`src/rtl/core_muldiv_unit_if.sv`:
```
// Request/response bundle between the EX stage and the iterative RV32M multiply/divide unit.
interface core_muldiv_unit_if #(
    parameter int unsigned XLEN = 32
);
    logic            start;
    logic [2:0]      funct3;
    logic [XLEN-1:0] rs1_dout;
    logic [XLEN-1:0] rs2_dout;
    logic            flush;
    logic            busy;
    logic            valid;
    logic [XLEN-1:0] result;

    modport master (
        output start, funct3, rs1_dout, rs2_dout, flush,
        input  busy, valid, result
    );

    modport slave (
        input  start, funct3, rs1_dout, rs2_dout, flush,
        output busy, valid, result
    );
endinterface

```
`src/rtl/core_muldiv_unit.sv`:
```
// Iterative RV32M sequencer: radix-2 shift-add multiply and restoring divide, one bit per cycle,
// with a single-cycle fast path for divide-by-zero and signed overflow.
module core_muldiv_unit #(
    parameter int unsigned XLEN = 32
) (
    input logic               clk,
    input logic               rst_n,
    core_muldiv_unit_if.slave bus
);
    localparam int unsigned CntW = $clog2(XLEN) + 1;

    typedef enum logic [1:0] {StIdle, StCalc, StDone} state_e;

    state_e              state_q, state_d;
    logic [CntW-1:0]     cnt_q, cnt_d;
    logic [2:0]          funct3_q, funct3_d;
    logic                neg_q, neg_d;
    logic [XLEN-1:0]     opa_q, opa_d;
    logic [XLEN-1:0]     opb_q, opb_d;
    logic [2*XLEN-1:0]   acc_q, acc_d;
    logic [XLEN-1:0]     quo_q, quo_d;
    logic [XLEN-1:0]     rem_q, rem_d;
    logic [XLEN-1:0]     result_q, result_d;

    logic                accept, a_signed, b_signed, a_neg, b_neg, div_zero, div_ovf;
    logic [XLEN-1:0]     abs_a, abs_b, fast_res;
    logic [XLEN:0]       mul_sum, rem_shift;
    logic [2*XLEN-1:0]   acc_step, prod_fix;
    logic                sub_ok;
    logic [XLEN-1:0]     rem_sub, rem_step, quo_step, quo_fix, rem_fix;
    logic [XLEN-1:0]     mul_res, div_res, calc_res;

    assign accept   = (state_q == StIdle) && bus.start && !bus.flush;
    assign a_signed = (bus.funct3 == 3'b001) || (bus.funct3 == 3'b010) ||
                      (bus.funct3 == 3'b100) || (bus.funct3 == 3'b110);
    assign b_signed = (bus.funct3 == 3'b001) || (bus.funct3 == 3'b100) ||
                      (bus.funct3 == 3'b110);
    assign a_neg    = a_signed && bus.rs1_dout[XLEN-1];
    assign b_neg    = b_signed && bus.rs2_dout[XLEN-1];
    assign abs_a    = a_neg ? -bus.rs1_dout : bus.rs1_dout;
    assign abs_b    = b_neg ? -bus.rs2_dout : bus.rs2_dout;
    assign div_zero = bus.funct3[2] && (bus.rs2_dout == '0);
    assign div_ovf  = bus.funct3[2] && !bus.funct3[0] &&
                      (bus.rs1_dout == {1'b1, {(XLEN-1){1'b0}}}) && (bus.rs2_dout == '1);
    // funct3[1] selects REM/REMU over DIV/DIVU
    assign fast_res = div_zero ? (bus.funct3[1] ? bus.rs1_dout : '1)
                               : (bus.funct3[1] ? '0 : bus.rs1_dout);

    // Multiply: low half of acc holds the multiplier, shifted out LSB first.
    assign mul_sum  = {1'b0, acc_q[2*XLEN-1:XLEN]} + (acc_q[0] ? {1'b0, opa_q} : '0);
    assign acc_step = {mul_sum, acc_q[XLEN-1:1]};

    // Divide: the quotient register doubles as the dividend shift source.
    assign rem_shift = {rem_q, quo_q[XLEN-1]};
    assign sub_ok    = rem_shift >= {1'b0, opb_q};
    assign rem_sub   = rem_shift[XLEN-1:0] - opb_q;
    assign rem_step  = sub_ok ? rem_sub : rem_shift[XLEN-1:0];
    assign quo_step  = {quo_q[XLEN-2:0], sub_ok};

    assign prod_fix = neg_q ? -acc_step : acc_step;
    assign mul_res  = (funct3_q == 3'b000) ? prod_fix[XLEN-1:0] : prod_fix[2*XLEN-1:XLEN];
    assign quo_fix  = neg_q ? -quo_step : quo_step;
    assign rem_fix  = neg_q ? -rem_step : rem_step;
    assign div_res  = funct3_q[1] ? rem_fix : quo_fix;
    assign calc_res = funct3_q[2] ? div_res : mul_res;

    always_comb begin
        state_d  = state_q;
        cnt_d    = cnt_q;
        funct3_d = funct3_q;
        neg_d    = neg_q;
        opa_d    = opa_q;
        opb_d    = opb_q;
        acc_d    = acc_q;
        quo_d    = quo_q;
        rem_d    = rem_q;
        result_d = result_q;
        unique case (state_q)
            StIdle: begin
                if (accept) begin
                    funct3_d = bus.funct3;
                    unique case (bus.funct3)
                        3'b001, 3'b100: neg_d = a_neg ^ b_neg;
                        3'b010, 3'b110: neg_d = a_neg;
                        default:        neg_d = 1'b0;
                    endcase
                    opa_d = abs_a;
                    opb_d = abs_b;
                    acc_d = {{XLEN{1'b0}}, abs_b};
                    quo_d = abs_a;
                    rem_d = '0;
                    if (div_zero || div_ovf) begin
                        state_d  = StDone;
                        cnt_d    = '0;
                        result_d = fast_res;
                    end else begin
                        state_d = StCalc;
                        cnt_d   = CntW'(XLEN);
                    end
                end
            end
            StCalc: begin
                if (bus.flush) begin
                    state_d = StIdle;
                    cnt_d   = '0;
                end else begin
                    acc_d = acc_step;
                    quo_d = quo_step;
                    rem_d = rem_step;
                    cnt_d = cnt_q - CntW'(1);
                    if (cnt_q == CntW'(1)) begin
                        state_d  = StDone;
                        result_d = calc_res;
                    end
                end
            end
            StDone:  state_d = StIdle;
            default: state_d = StIdle;
        endcase
    end

    always_ff @(posedge clk or negedge rst_n) begin
        if (!rst_n) begin
            state_q  <= StIdle;
            cnt_q    <= '0;
            funct3_q <= '0;
            neg_q    <= 1'b0;
            opa_q    <= '0;
            opb_q    <= '0;
            acc_q    <= '0;
            quo_q    <= '0;
            rem_q    <= '0;
            result_q <= '0;
        end else begin
            state_q  <= state_d;
            cnt_q    <= cnt_d;
            funct3_q <= funct3_d;
            neg_q    <= neg_d;
            opa_q    <= opa_d;
            opb_q    <= opb_d;
            acc_q    <= acc_d;
            quo_q    <= quo_d;
            rem_q    <= rem_d;
            result_q <= result_d;
        end
    end

    assign bus.busy   = accept || (state_q == StCalc);
    assign bus.valid  = (state_q == StDone) && !bus.flush;
    assign bus.result = result_q;
endmodule

```
`src/flat_wrapper.sv`:
```
// flat-port wrapper written by rule: the top's interface ports become plain ports
module core_muldiv_unit_flat 
#(
    parameter int unsigned XLEN = 32
)
  (clk, rst_n, bus_start, bus_funct3, bus_rs1_dout, bus_rs2_dout, bus_flush, bus_busy, bus_valid, bus_result);
  core_muldiv_unit_if #(.XLEN(XLEN)) bus_i ();
  input logic clk;
  input logic rst_n;
  input wire logic [$bits(bus_i.start)-1:0] bus_start;
  input wire logic [$bits(bus_i.funct3)-1:0] bus_funct3;
  input wire logic [$bits(bus_i.rs1_dout)-1:0] bus_rs1_dout;
  input wire logic [$bits(bus_i.rs2_dout)-1:0] bus_rs2_dout;
  input wire logic [$bits(bus_i.flush)-1:0] bus_flush;
  output wire logic [$bits(bus_i.busy)-1:0] bus_busy;
  output wire logic [$bits(bus_i.valid)-1:0] bus_valid;
  output wire logic [$bits(bus_i.result)-1:0] bus_result;
  assign bus_i.start = bus_start;
  assign bus_i.funct3 = bus_funct3;
  assign bus_i.rs1_dout = bus_rs1_dout;
  assign bus_i.rs2_dout = bus_rs2_dout;
  assign bus_i.flush = bus_flush;
  assign bus_busy = bus_i.busy;
  assign bus_valid = bus_i.valid;
  assign bus_result = bus_i.result;
  core_muldiv_unit #(.XLEN(XLEN)) u_core (.clk(clk), .rst_n(rst_n), .bus(bus_i));
endmodule
```
`config.mk`:
```
export PLATFORM = sky130hd
export DESIGN_NAME = core_muldiv_unit_flat
export DESIGN_NICKNAME = d
export VERILOG_FILES = /design/src/rtl/core_muldiv_unit_if.sv /design/src/rtl/core_muldiv_unit.sv /design/src/flat_wrapper.sv
export SDC_FILE = /design/constraint.sdc
export NUM_CORES = 1
export LEC_CHECK = 0
export CAP_MARGIN = 20
export CORE_AREA = 5 5 274 169
export CTS_BUF_LIST = sky130_fd_sc_hd__clkbuf_4 sky130_fd_sc_hd__clkbuf_8 sky130_fd_sc_hd__clkbuf_16
export CTS_CLUSTER_DIAMETER = 120
export DETAILED_ROUTE_END_ITERATION = 8
export DIE_AREA = 0 0 279 174
export GPL_ROUTABILITY_DRIVEN = 0
export MAX_ROUTING_LAYER = met4
export PLACE_DENSITY = 0.69
export REMOVE_ABC_BUFFERS = 1
export SYNTH_ARGS = -nofsm -noshare
export SYNTH_HDL_FRONTEND = slang
export SYNTH_SLANG_ARGS = --single-unit
```
`constraint.sdc`:
```
create_clock -name clk -period 5.5 [get_ports clk]
set_input_delay 0.825 -clock clk [delete_from_list [all_inputs] [get_ports clk]]
set_output_delay 0.825 -clock clk [all_outputs]
set_load 0.01 [all_outputs]
```
Yosys cells after proc, flatten, opt, wreduce, memory -nomap -nowiden
Index checks and enable logic that the tools add are counted.

word-level totals
  input bits = 71
  word-level logic and storage cells = 100
  bits in registers = 236

operators by class
  muxes and demuxes = 37
  reductions and logical operators = 29
  eq/ne operators = 14
  add/sub/neg operators = 8
  magnitude comparators = 1
  bitwise logic cells = 1

operators by type and width
  cell                  number
  $mux 32               20
  $mux 64               3
  $pmux 32 s2           3
  $neg 32->32           4
  $pmux 64 s2           1
  $eq 32x32->1 const B  2
  $neg 64->64           1
  $add 32x33->33        1
  $ge 33x32->1          1
  $logic_not 32->1      1
  $sub 32x32->32        1
  $mux 6                3
  $pmux 6 s2            1
  $logic_and 1x1->1     9
  $mux 2                4
  $logic_or 1x1->1      7
  $eq 3x3->1 const B    2
  $eq 6x1->1 const B    1
  $reduce_and 2->1      3
  $sub 6x1->6 const B   1
  $reduce_and 5->1      1
  $ne 2x1->1 const B    2
  $ne 2x2->1 const B    2
  $pmux 2 s2            1
  13 further kinds      15

Depth between registers and ports, before layout
Gate-level depths: netlist (run 1).

  depth in word-level cells = 9
  gate-level depth with buffers = 26
  gate-level depth less buffers = 21

Worst setup path before layout (run 1)
No wires, ideal clock.

  path kind = reg2reg
  from = register u_core.rem_q[5]
  to = register u_core.result_q[28] (netlist: u_core.bus.result[28])
  setup slack = -0.365 ns
  path buffers = 4
  arrival time = 5.778 ns
  cell stages (with the launch flop) = 24
  period minus slack after synthesis = 5.865 ns
  setup time = 0.087 ns
  required time = 5.413 ns
  cells stage by stage = dfrtp_1 ha_1 buf_2 a21oi_1 o21ai_0 a221o_1 o211ai_1 nand2_1 inv_2 clkbuf_1 buf_1 mux2i_1 ha_1 nand2_1 nor3_1 nand2_1 o41ai_1 nand3_1 or3_1 clkbuf_1 o41ai_1 xor2_1 a2111o_1 o211ai_1

on the way
  cells in the longest elaborated chain, start to end = 9
  elaborated cells between the ends (all ways) = 12
  those cells by class = 3 x add/sub; 1 x order compare; 8 x mux

ends and longest elaborated chain
  what                                            RTL line                                        RTL
  start: declaration                              core_muldiv_unit.sv:22                          logic [XLEN-1:0] rem_q, rem_d;
  start signal: assignment                        core_muldiv_unit.sv:143                         rem_q <= rem_d;
  $sub 32x32->32 or $ge 33x32->1 (tied branches)  core_muldiv_unit.sv:56, core_muldiv_unit.sv:55
  $mux 32                                         core_muldiv_unit.sv:57                          assign rem_step = sub_ok ? rem_sub : rem_shift[XLEN-1:0];
  $neg 32->32                                     core_muldiv_unit.sv:63                          assign rem_fix = neg_q ? -rem_step : rem_step;
  $mux 32                                         core_muldiv_unit.sv:63
  $mux 32 (*)                                     core_muldiv_unit.sv:64                          assign div_res = funct3_q[1] ? rem_fix : quo_fix;
  $mux 32 (*)                                     core_muldiv_unit.sv:65                          assign calc_res = funct3_q[2] ? div_res : mul_res;
  $mux 32 (*)                                     core_muldiv_unit.sv:111                         if (cnt_q == CntW'(1)) begin
  $mux 32 (*)                                     core_muldiv_unit.sv:103                         if (bus.flush) begin
  $pmux 32 s2 (*)                                 core_muldiv_unit.sv:78                          unique case (state_q)
  end signal: assignment                          core_muldiv_unit.sv:144                         result_q <= result_d;
  end: declaration                                core_muldiv_unit.sv:23                          logic [XLEN-1:0] result_q, result_d;

Mark *: on every way between the ends. The rest lies on a longest branch, timed or not. The select of a mux whose other input is x is not followed.
A chain may end at the register's enable or synchronous reset.

Worst setup path after layout (run 1)
  from = register u_core.acc_q[0]
  to = register u_core.result_q[27] (netlist: u_core.bus.result[27])

on the way
  cells in the longest elaborated chain, start to end = 9

ends and longest elaborated chain
  what                      RTL line                 RTL
  start: declaration        core_muldiv_unit.sv:20   logic [2*XLEN-1:0] acc_q, acc_d;
  start signal: assignment  core_muldiv_unit.sv:130  acc_q <= '0;
  start signal: assignment  core_muldiv_unit.sv:141  acc_q <= acc_d;
  $mux 32 (*)               core_muldiv_unit.sv:50   assign mul_sum = {1'b0, acc_q[2*XLEN-1:XLEN]} + (acc_q[0] ? {1'b0, opa_q} : '0);
  $add 32x33->33 (*)        core_muldiv_unit.sv:50
  $neg 64->64               core_muldiv_unit.sv:60   assign prod_fix = neg_q ? -acc_step : acc_step;
  $mux 64 (*)               core_muldiv_unit.sv:60
  $mux 32 (*)               core_muldiv_unit.sv:61   assign mul_res = (funct3_q == 3'b000) ? prod_fix[XLEN-1:0] : prod_fix[2*XLEN-1:XLEN];
  $mux 32 (*)               core_muldiv_unit.sv:65
  $mux 32 (*)               core_muldiv_unit.sv:111
  $mux 32 (*)               core_muldiv_unit.sv:103
  $pmux 32 s2 (*)           core_muldiv_unit.sv:78

Marked as above.

==> results.txt, run 1 <==
After filler insertion, the fill cell instance count of the layout stands at 4210. The final HPWL from detailed placement is 54.43 mm. Detailed routing inserted a total of 20333 vias. Summing every instance area after synthesis gives 19360 um^2.

The detailed-routed wire length on met3 came out at 8.757 mm. The main flop type after synthesis is sky130_fd_sc_hd__dfrtp_1. The vertical extent of the die is 174 um.

The post-placement setup slack is around 100 ps. After detailed routing, the wire length on met1 is about 32 mm. The first global-routing pass estimated roughly 110 mm of wire. Of the synthesized area, sequential elements account for 0.3050. The starting utilization of the core area came out at 0.4416. The quantity of hold-fixing buffers added after cts is 0. The area of the die is 48550 um^2. In the post-synthesis netlist, the biggest area contributors are sky130_fd_sc_hd__dfrtp_1 31%, sky130_fd_sc_hd__o21ai_0 8.1%, sky130_fd_sc_hd__nand2_1 7.0%. The number of antenna violations at the first check in global routing is 2.

The final routed wirelength across all metal layers came out at about 72 mm. TritonCTS built the clock tree. The final setup violation count came out at 0.

The warning count from the yosys run came out at 0. The register bit total from synthesis is 236. Averaged over all synthesized cells, the footprint is 7.643 um^2. The peak clock frequency supported by timing is roughly 190 MHz. The length of the first detailed-routing pass in iterations came out at 6. The worst pin sits at a relative slew slack of 0.3322.

The TritonCTS sink count came out at approximately 240. The maximum clock skew at final layout came out at 17.93 ps. The length of routed met2 wiring is between 20 and 30 mm. The slowest stage cell on the critical path is sky130_fd_sc_hd__a2111oi_0. In this run the number of H-tree levels came out at 1. The areal power density over the cells came out at 575.8 nW/um^2. The hold violation count in the final report came out at 0. The fraction of final layout cells sized beyond drive strength 1 is 0.07675. During placement, the flow inserted port buffers numbering about 100. The maximum VDD drop came out at 0.0002865 V. At the worst endpoint, the arrival time is 5700 ps. The area share of the largest cell type after synthesis came out at 0.3050.

The count of final max-slew check failures is 0. sky130_fd_sc_hd__dfrtp_1 takes more of the synthesized area than any other cell. In this run the standard cell core region covers 43840 um^2.

The clock-pin slew of the registers on the worst-case setup and hold paths is approximately 70 ps. The startpoint identified for the worst register-to-register timing path is u_core.acc_q[0]$_DFFE_PN0P_. The critical path goes through buf_4 > and2_1 > ha_1 > a21oi_1 > a2111oi_0 > buf_4 > nand2_1 > a31oi_1 > xnor2_1 > or4b_1 > or4_1 > nor2_1 > a31oi_1 > xor2_1 > o21ai_0 > o21ai_0.

The floorplan step set the die width to 279 um. The area growth from synthesis to layout is 15.06%. The number of buffers created by CTS is 25. The kind of launch point of the worst setup path is a flip-flop. The data required time of the worst path came out at about 5900 ps. The total power after layout is roughly 0.013 W. The via count of the first global-routing pass is 18992. The most frequently used cell type in the post-synthesis netlist is sky130_fd_sc_hd__nand2_1. The critical path start-end classification is flip-flop to flip-flop.

The remaining global-route overflow came out at 0. The final cycle utilization of the critical path came out at 0.9624. In the final design database the tool counted 2733 nets. The maximum fanout along the worst path is 30. In this run the worst hold path is classified as input port to asynchronous set/reset pin. Sorting the synthesized cells by how often they occur yields 360 x sky130_fd_sc_hd__nand2_1, 313 x sky130_fd_sc_hd__o21ai_0, 236 x sky130_fd_sc_hd__dfrtp_1. The initial detailed-routing violation count came out at 2756. The setup slack of the most critical reg-to-reg path came out at roughly 210 ps. Measured on the finished design, the core utilization comes to 0.5081. The max-cap check violation count is 0.

The highest layer touched by signal routing is met4. CTS placed an instance of sky130_fd_sc_hd__clkbuf_16 at the clock tree root. In this run the static leakage power is 9.068 nW. The overall fraction of global-route tracks in use is 0.2904. The worst-case setup margin in the final layout is 206.7 ps. The number of placed I/O pins is 105.

The count of nets left with antenna violations once routing finished came out at 0. The post-synthesis cell type count is between 80 and 90. The clock insertion delay at the later pin of the skew report is 560 ps. The maximum number of pins on one net before global-route repair is 125.

The count of flip-flops with a built-in enable after synthesis is 0. The run finished with clean final reports. The final critical delay including setup and external delays is 5293 ps. The average detailed-routed wire length per instance is 22.46 um. The path depth of the worst reg2reg path is 16. Synthesis handed over a netlist of 2533 instances.

The number of placement rows came out at 60. The critical path capture point type is a flip-flop. The fraction of registers with async set/reset came out at 1.000.

The number of remaining DRC errors is 0. The endpoint identified for the worst register-to-register timing path is u_core.bus.result[27]$_DFFE_PN0P_. The maximum count of clock buffers along a single path is 3. For the pin with the worst max-slew slack, the measured transition is 1002 ps. The average via count per standard cell is 6.360. The maximum cell stage delay along the critical path came out at a little over 700 ps.
[flip-flops by register name (all words and copies together), names as in the netlist]
name               flops
u_core.acc_q          64
u_core.bus.result     32
u_core.opa_q          32
u_core.opb_q          32
u_core.quo_q          32
u_core.rem_q          32
u_core.cnt_q           6
u_core.funct3_q        3
u_core.state_q         2
u_core.neg_q           1
[area by class of cell]
class / instances / area [um^2] / share of cell area
well taps: 589 / 737.0 / 0.03308
inverters: 71 / 266.5 / 0.01196
repair buffers: 186 / 1683 / 0.07555
clock buffers: 33 / 723.2 / 0.03247
clock inverters: 12 / 216.5 / 0.009717
multi-input cells: 2068 / 12730 / 0.5716
diodes: 2 / 5.005 / 0.0002247
flip-flops and latches: 236 / 5911 / 0.2653
[logic make-up (layout without fill, tap and decap cells)]
logic type	Yosys count	count (layout)	share of synthesized area
AND/OR/NAND/NOR	891	891	0.2159
AO/OA/AOI/OAI	882	882	0.2829
flip-flops	236	236	0.3050
buffers and inverters	229	302	0.04472
XOR/XNOR	191	191	0.08641
adder cells (fa/ha/maj)	74	74	0.04860
multiplexers	30	30	0.01635
other	0	2	0
[critical path, delay by kind of cell, from the launching register on]
kind / cells / cell delay [ps]
buffers and inverters: 2 / 470
AOI/OAI and AO/OA: 6 / 1720
xor gates and xnor gates: 2 / 410
adders and majority gates: 1 / 390
DFF: 1 / 410
and+or+nand+nor: 5 / 1750
[metrics by stage]
step	setup TNS (ps)	cell area (um^2)	cells	hold slack, ps
after floorplan	-176440	18760	2375	441.8
after global placement	0	21210	3145	460.3
after detailed placement	0	21210	3145	466.2
after CTS	0	22150	3190	247.5
after global routing	-17.46	22270	3196	261.7
final	0	22280	3197	213.6
[worst max-delay path by stage]
stage	from	to	slack (ps)	cells after the start
floorplan	u_core.state_q[1]$_DFFE_PN0P_	u_core.bus.result[20]$_DFFE_PN0P_	-3090	8
global placement	u_core.rem_q[5]$_DFFE_PN0P_	u_core.bus.result[28]$_DFFE_PN0P_	290	21
detailed placement	u_core.rem_q[5]$_DFFE_PN0P_	u_core.bus.result[28]$_DFFE_PN0P_	100	21
CTS	u_core.rem_q[5]$_DFFE_PN0P_	u_core.bus.result[28]$_DFFE_PN0P_	90	21
global route	u_core.rem_q[5]$_DFFE_PN0P_	u_core.bus.result[26]$_DFFE_PN0P_	-20	22
finish	u_core.acc_q[0]$_DFFE_PN0P_	u_core.bus.result[27]$_DFFE_PN0P_	210	16
[placed cells by master, fill, tap and decap left out, types with 42 or more instances in the layout]
cell	count
sky130_fd_sc_hd__nor2_1	201
sky130_fd_sc_hd__ha_1	66
sky130_fd_sc_hd__nor3_1	59
sky130_fd_sc_hd__nand2_1	358
sky130_fd_sc_hd__inv_1	70
sky130_fd_sc_hd__o31ai_1	58
sky130_fd_sc_hd__xor2_1	107
sky130_fd_sc_hd__o21ai_0	310
sky130_fd_sc_hd__a21oi_1	223
sky130_fd_sc_hd__xnor2_1	84
sky130_fd_sc_hd__clkdlybuf4s50_1	103
sky130_fd_sc_hd__dfrtp_1	234
sky130_fd_sc_hd__a22o_1	42
sky130_fd_sc_hd__buf_4	78
[routing by layer]
layer  vias up  track usage
met2      1159       0.3981
met4         0      0.06115
met1      9788       0.4354
met5         -            -
met3       103      0.06712
li1       9283            -
[report_power, final]
group	switching [W]	internal, W
clock	0.000799	0.00120
combinational	0.00480	0.00296
sequential	0.000711	0.00235
[timing repair]
item,4_1_cts,5_1_grt
buffers inserted,0,2
resized for setup,0,20
endpoints found under the setup margin,0,10
Note: power is estimated with default switching activity, not from simulation.
==> inputs of run 2 (changes only) <==
--- a/config.mk
+++ b/config.mk
@@ -15,6 +15,7 @@
 export MAX_ROUTING_LAYER = met4
 export PLACE_DENSITY = 0.69
 export REMOVE_ABC_BUFFERS = 1
+export SLEW_MARGIN = 20
 export SYNTH_ARGS = -nofsm -noshare
 export SYNTH_HDL_FRONTEND = slang
 export SYNTH_SLANG_ARGS = --single-unit
==> run 2 against run 1 <==
Via count grew 0.71%. First-iteration DRC count decreased by 0.44%. Flip-flop and latch count unchanged. Worst hold slack improved by 6.0 ps. Critical endpoint is now u_core.bus.result[26]$_DFFE_PN0P_. Highest routed layer unchanged. Combinational power about the same. Largest cell class unchanged. Critical path depth is 6 higher. Largest power group unchanged.
==> results.txt, run 2 (synthesis gave the netlist of run 1 again) <==
Clock-pin slew was measured on the worst setup and hold paths at 70 ps. The via count of the first global-routing pass came out at roughly 19000. The region available for standard cell placement spans roughly 44000 um^2. For this configuration, the core starts out at a cell density of 0.4416. The number of antenna violations at the first check in global routing is 2. The signal on the critical path passes through ha_2 > a21oi_2 > o21ai_0 > a221o_1 > o211ai_1 > nand2_2 > inv_2 > mux2i_2 > ha_1 > nand2_1 > or2_2 > nor3_1 > nand3_1 > o41ai_1 > buf_4 > nand3_1 > or3_4 > buf_4 > o31ai_1 > xnor2_1 > a211oi_1 > o22ai_1. Based on the critical path, the design can be clocked at up to about 190 MHz. Detailed placement ended at an HPWL of 54.43 mm. For this run, the total global-route usage over all layers was measured as 0.2904.

The H-tree depth is 1. The number of placed I/O pins is roughly 110. The die width is 279 um. The first-pass GRT wire length came out at 110.7 mm.

The TritonCTS sink count is roughly 240. The area growth from synthesis to layout is 14.91%. The remaining global-route overflow is 0. The number of nets with antenna violations after routing is 0.

The first TritonRoute pass finished after 5 iterations. Setup violations remaining at the end of the flow were counted as 0. The total power after layout came out at 0.01281 W. The final non-filler cell area is about 22000 um^2. After detailed routing, the number of vias per cell comes to 6.413. The worst setup path is launched from a flip-flop. Of all nets on the critical path, the largest fanout is 7. The relative slew slack is 0.3526. The number of placement rows is 60. The worst-case IR drop observed on VDD is 0.0002871 V. The post-placement setup slack came out at a little over 100 ps. The final cycle utilization of the critical path came out at 0.9570. The slowest stage cell on the critical path is sky130_fd_sc_hd__or3_4. TritonCTS built the clock tree. The clock insertion delay at the later pin of the skew report is 570 ps. Port buffering added 104 buffers. The initial detailed-routing violation count came out at 2744. Excluding fillers, the count of instances in the completed layout stands at between 3000 and 4000. The number of cells in the design after placement is 3145. The clock passes through at most 3 buffers. The number of remaining DRC errors is 0. In this design, the stage delay of the slowest critical-path cell is 470 ps. The final routed wirelength across all metal layers is 71.63 mm. The areal power density over the cells is between 500 and 600 nW/um^2. In this run, post-CTS hold repair placed 0 buffers. The cell sitting at the root of the clock tree is a sky130_fd_sc_hd__clkbuf_16.

The most flop-heavy register is u_core.acc_q. The number of buffers created by CTS came out at 25. The flip-flop count of the largest register after layout is 64. The data required time of the worst path came out at 5950 ps. The max-cap check violation count came out at 0.

The number of nets in the finished design came out at about 2700. The transition time at the pin with the least slew margin came out at 971.1 ps. The leakage power total is 9.051 nW. Tracing the worst setup path back leads to its startpoint at u_core.rem_q[15]$_DFFE_PN0P_. The path type of the worst min-delay path is input port to asynchronous set/reset pin. The fraction of final layout cells sized beyond drive strength 1 is 0.07568. The start of the worst register-to-register path is u_core.rem_q[15]$_DFFE_PN0P_.

The hold violation count in the final report is 0. The area of the die came out at ~49000 um^2. The worst path meets setup with 236.3 ps of slack.

The library cell used most frequently in the layout, excluding fill and tap cells, is sky130_fd_sc_hd__nand2_1. The maximum number of pins on one net before global-route repair is roughly 130. The count of final max-slew check failures came out at 0. The final critical delay including setup and external delays came out at 5264 ps.

Across the routed clock network, the largest skew measured is 24.60 ps. The run finished with clean final reports. The top cell types in the final layout, fill and taps aside, are 358 x sky130_fd_sc_hd__nand2_1, 309 x sky130_fd_sc_hd__o21ai_0, 234 x sky130_fd_sc_hd__dfrtp_1. The critical path capture point type is a flip-flop.

By startpoint and endpoint, the worst setup path is classified as flip-flop to flip-flop. At the worst endpoint, the arrival time is 5710 ps. The vertical extent of the die came out at 174 um. The average detailed-routed wire length per instance came out at between 20 and 25 um. Summing all placed instances gives a cell area of ~21000 um^2. The detailed-route via count came out at around 20000.
run 2: cell count changes in the layout (fill, tap and decap cells not counted), sizes merged:
cell	change
buf	-3
diode	-1
run 2: layout make-up:
cell class                 instances  area [um^2]
sequential                       236         5911
inverter                          71        266.5
fill                            4215        21600
tap                              589        737.0
antenna                            1        2.502
clock buffer                      33        723.2
multi-input combinational       2068        12740
timing repair buffer             183         1652
clock inverter                    12        216.5
run 2: path summary, 6_finish.rpt:
path,endpoint,slack [ps],cells past startpoint
max,u_core.bus.result[26]$_DFFE_PN0P_,240,22
min,u_core.acc_q[7]$_DFFE_PN0P_,220,1
max reg2reg,u_core.bus.result[26]$_DFFE_PN0P_,240,22
min reg2reg,u_core.opa_q[17]$_DFFE_PN0P_,480,2
max in group asynchronous,u_core.neg_q$_DFFE_PN0P_,4090,2
min in group clk,u_core.opa_q[17]$_DFFE_PN0P_,480,2
run 2: power breakdown:
| part | switching [W] | internal, W | total [W] | leakage, nW |
|---|---|---|---|---|
| clock | 0.000803 | 0.00120 | 0.00201 | 0.465 |
| combinational | 0.00479 | 0.00295 | 0.00774 | 5.67 |
| sequential | 0.000712 | 0.00235 | 0.00306 | 2.92 |
| total | 0.00630 | 0.00651 | 0.0128 | 9.05 |
run 2: repair_timing:
item	in CTS	in global routing
buffers inserted	0	2
gates resized for setup	0	20
setup endpoints to repair	0	10
run 2: critical path: cells and delay by family, from the launching register on:
family	cells	cell delay (ps)
AOI/OAI and AO/OA	8	1780
DFF	1	420
adders and majority gates	2	590
xor gates and xnor gates	1	100
muxes	1	260
and+or+nand+nor	7	1510
buffers and inverters	3	480
run 2: metal layers:
layer,vias up,part of all wire,track usage
li1,9286,-,-
met4,0,0.023,0.06115
met5,-,0,-
met3,115,0.12,0.06712
met1,9897,0.45,0.4354
met2,1180,0.41,0.3981
run 2: metrics by stage:
stage	hold WS (ps)	utilization	TNS, ps
6_report	219.6	0.5074	0
4_1_cts	247.5	0.5051	0
3_5_place_dp	466.2	0.4837	0
3_3_place_gp	460.3	0.4837	0
2_1_floorplan	441.8	-	-176440
5_1_grt	261.7	0.5074	-17.46
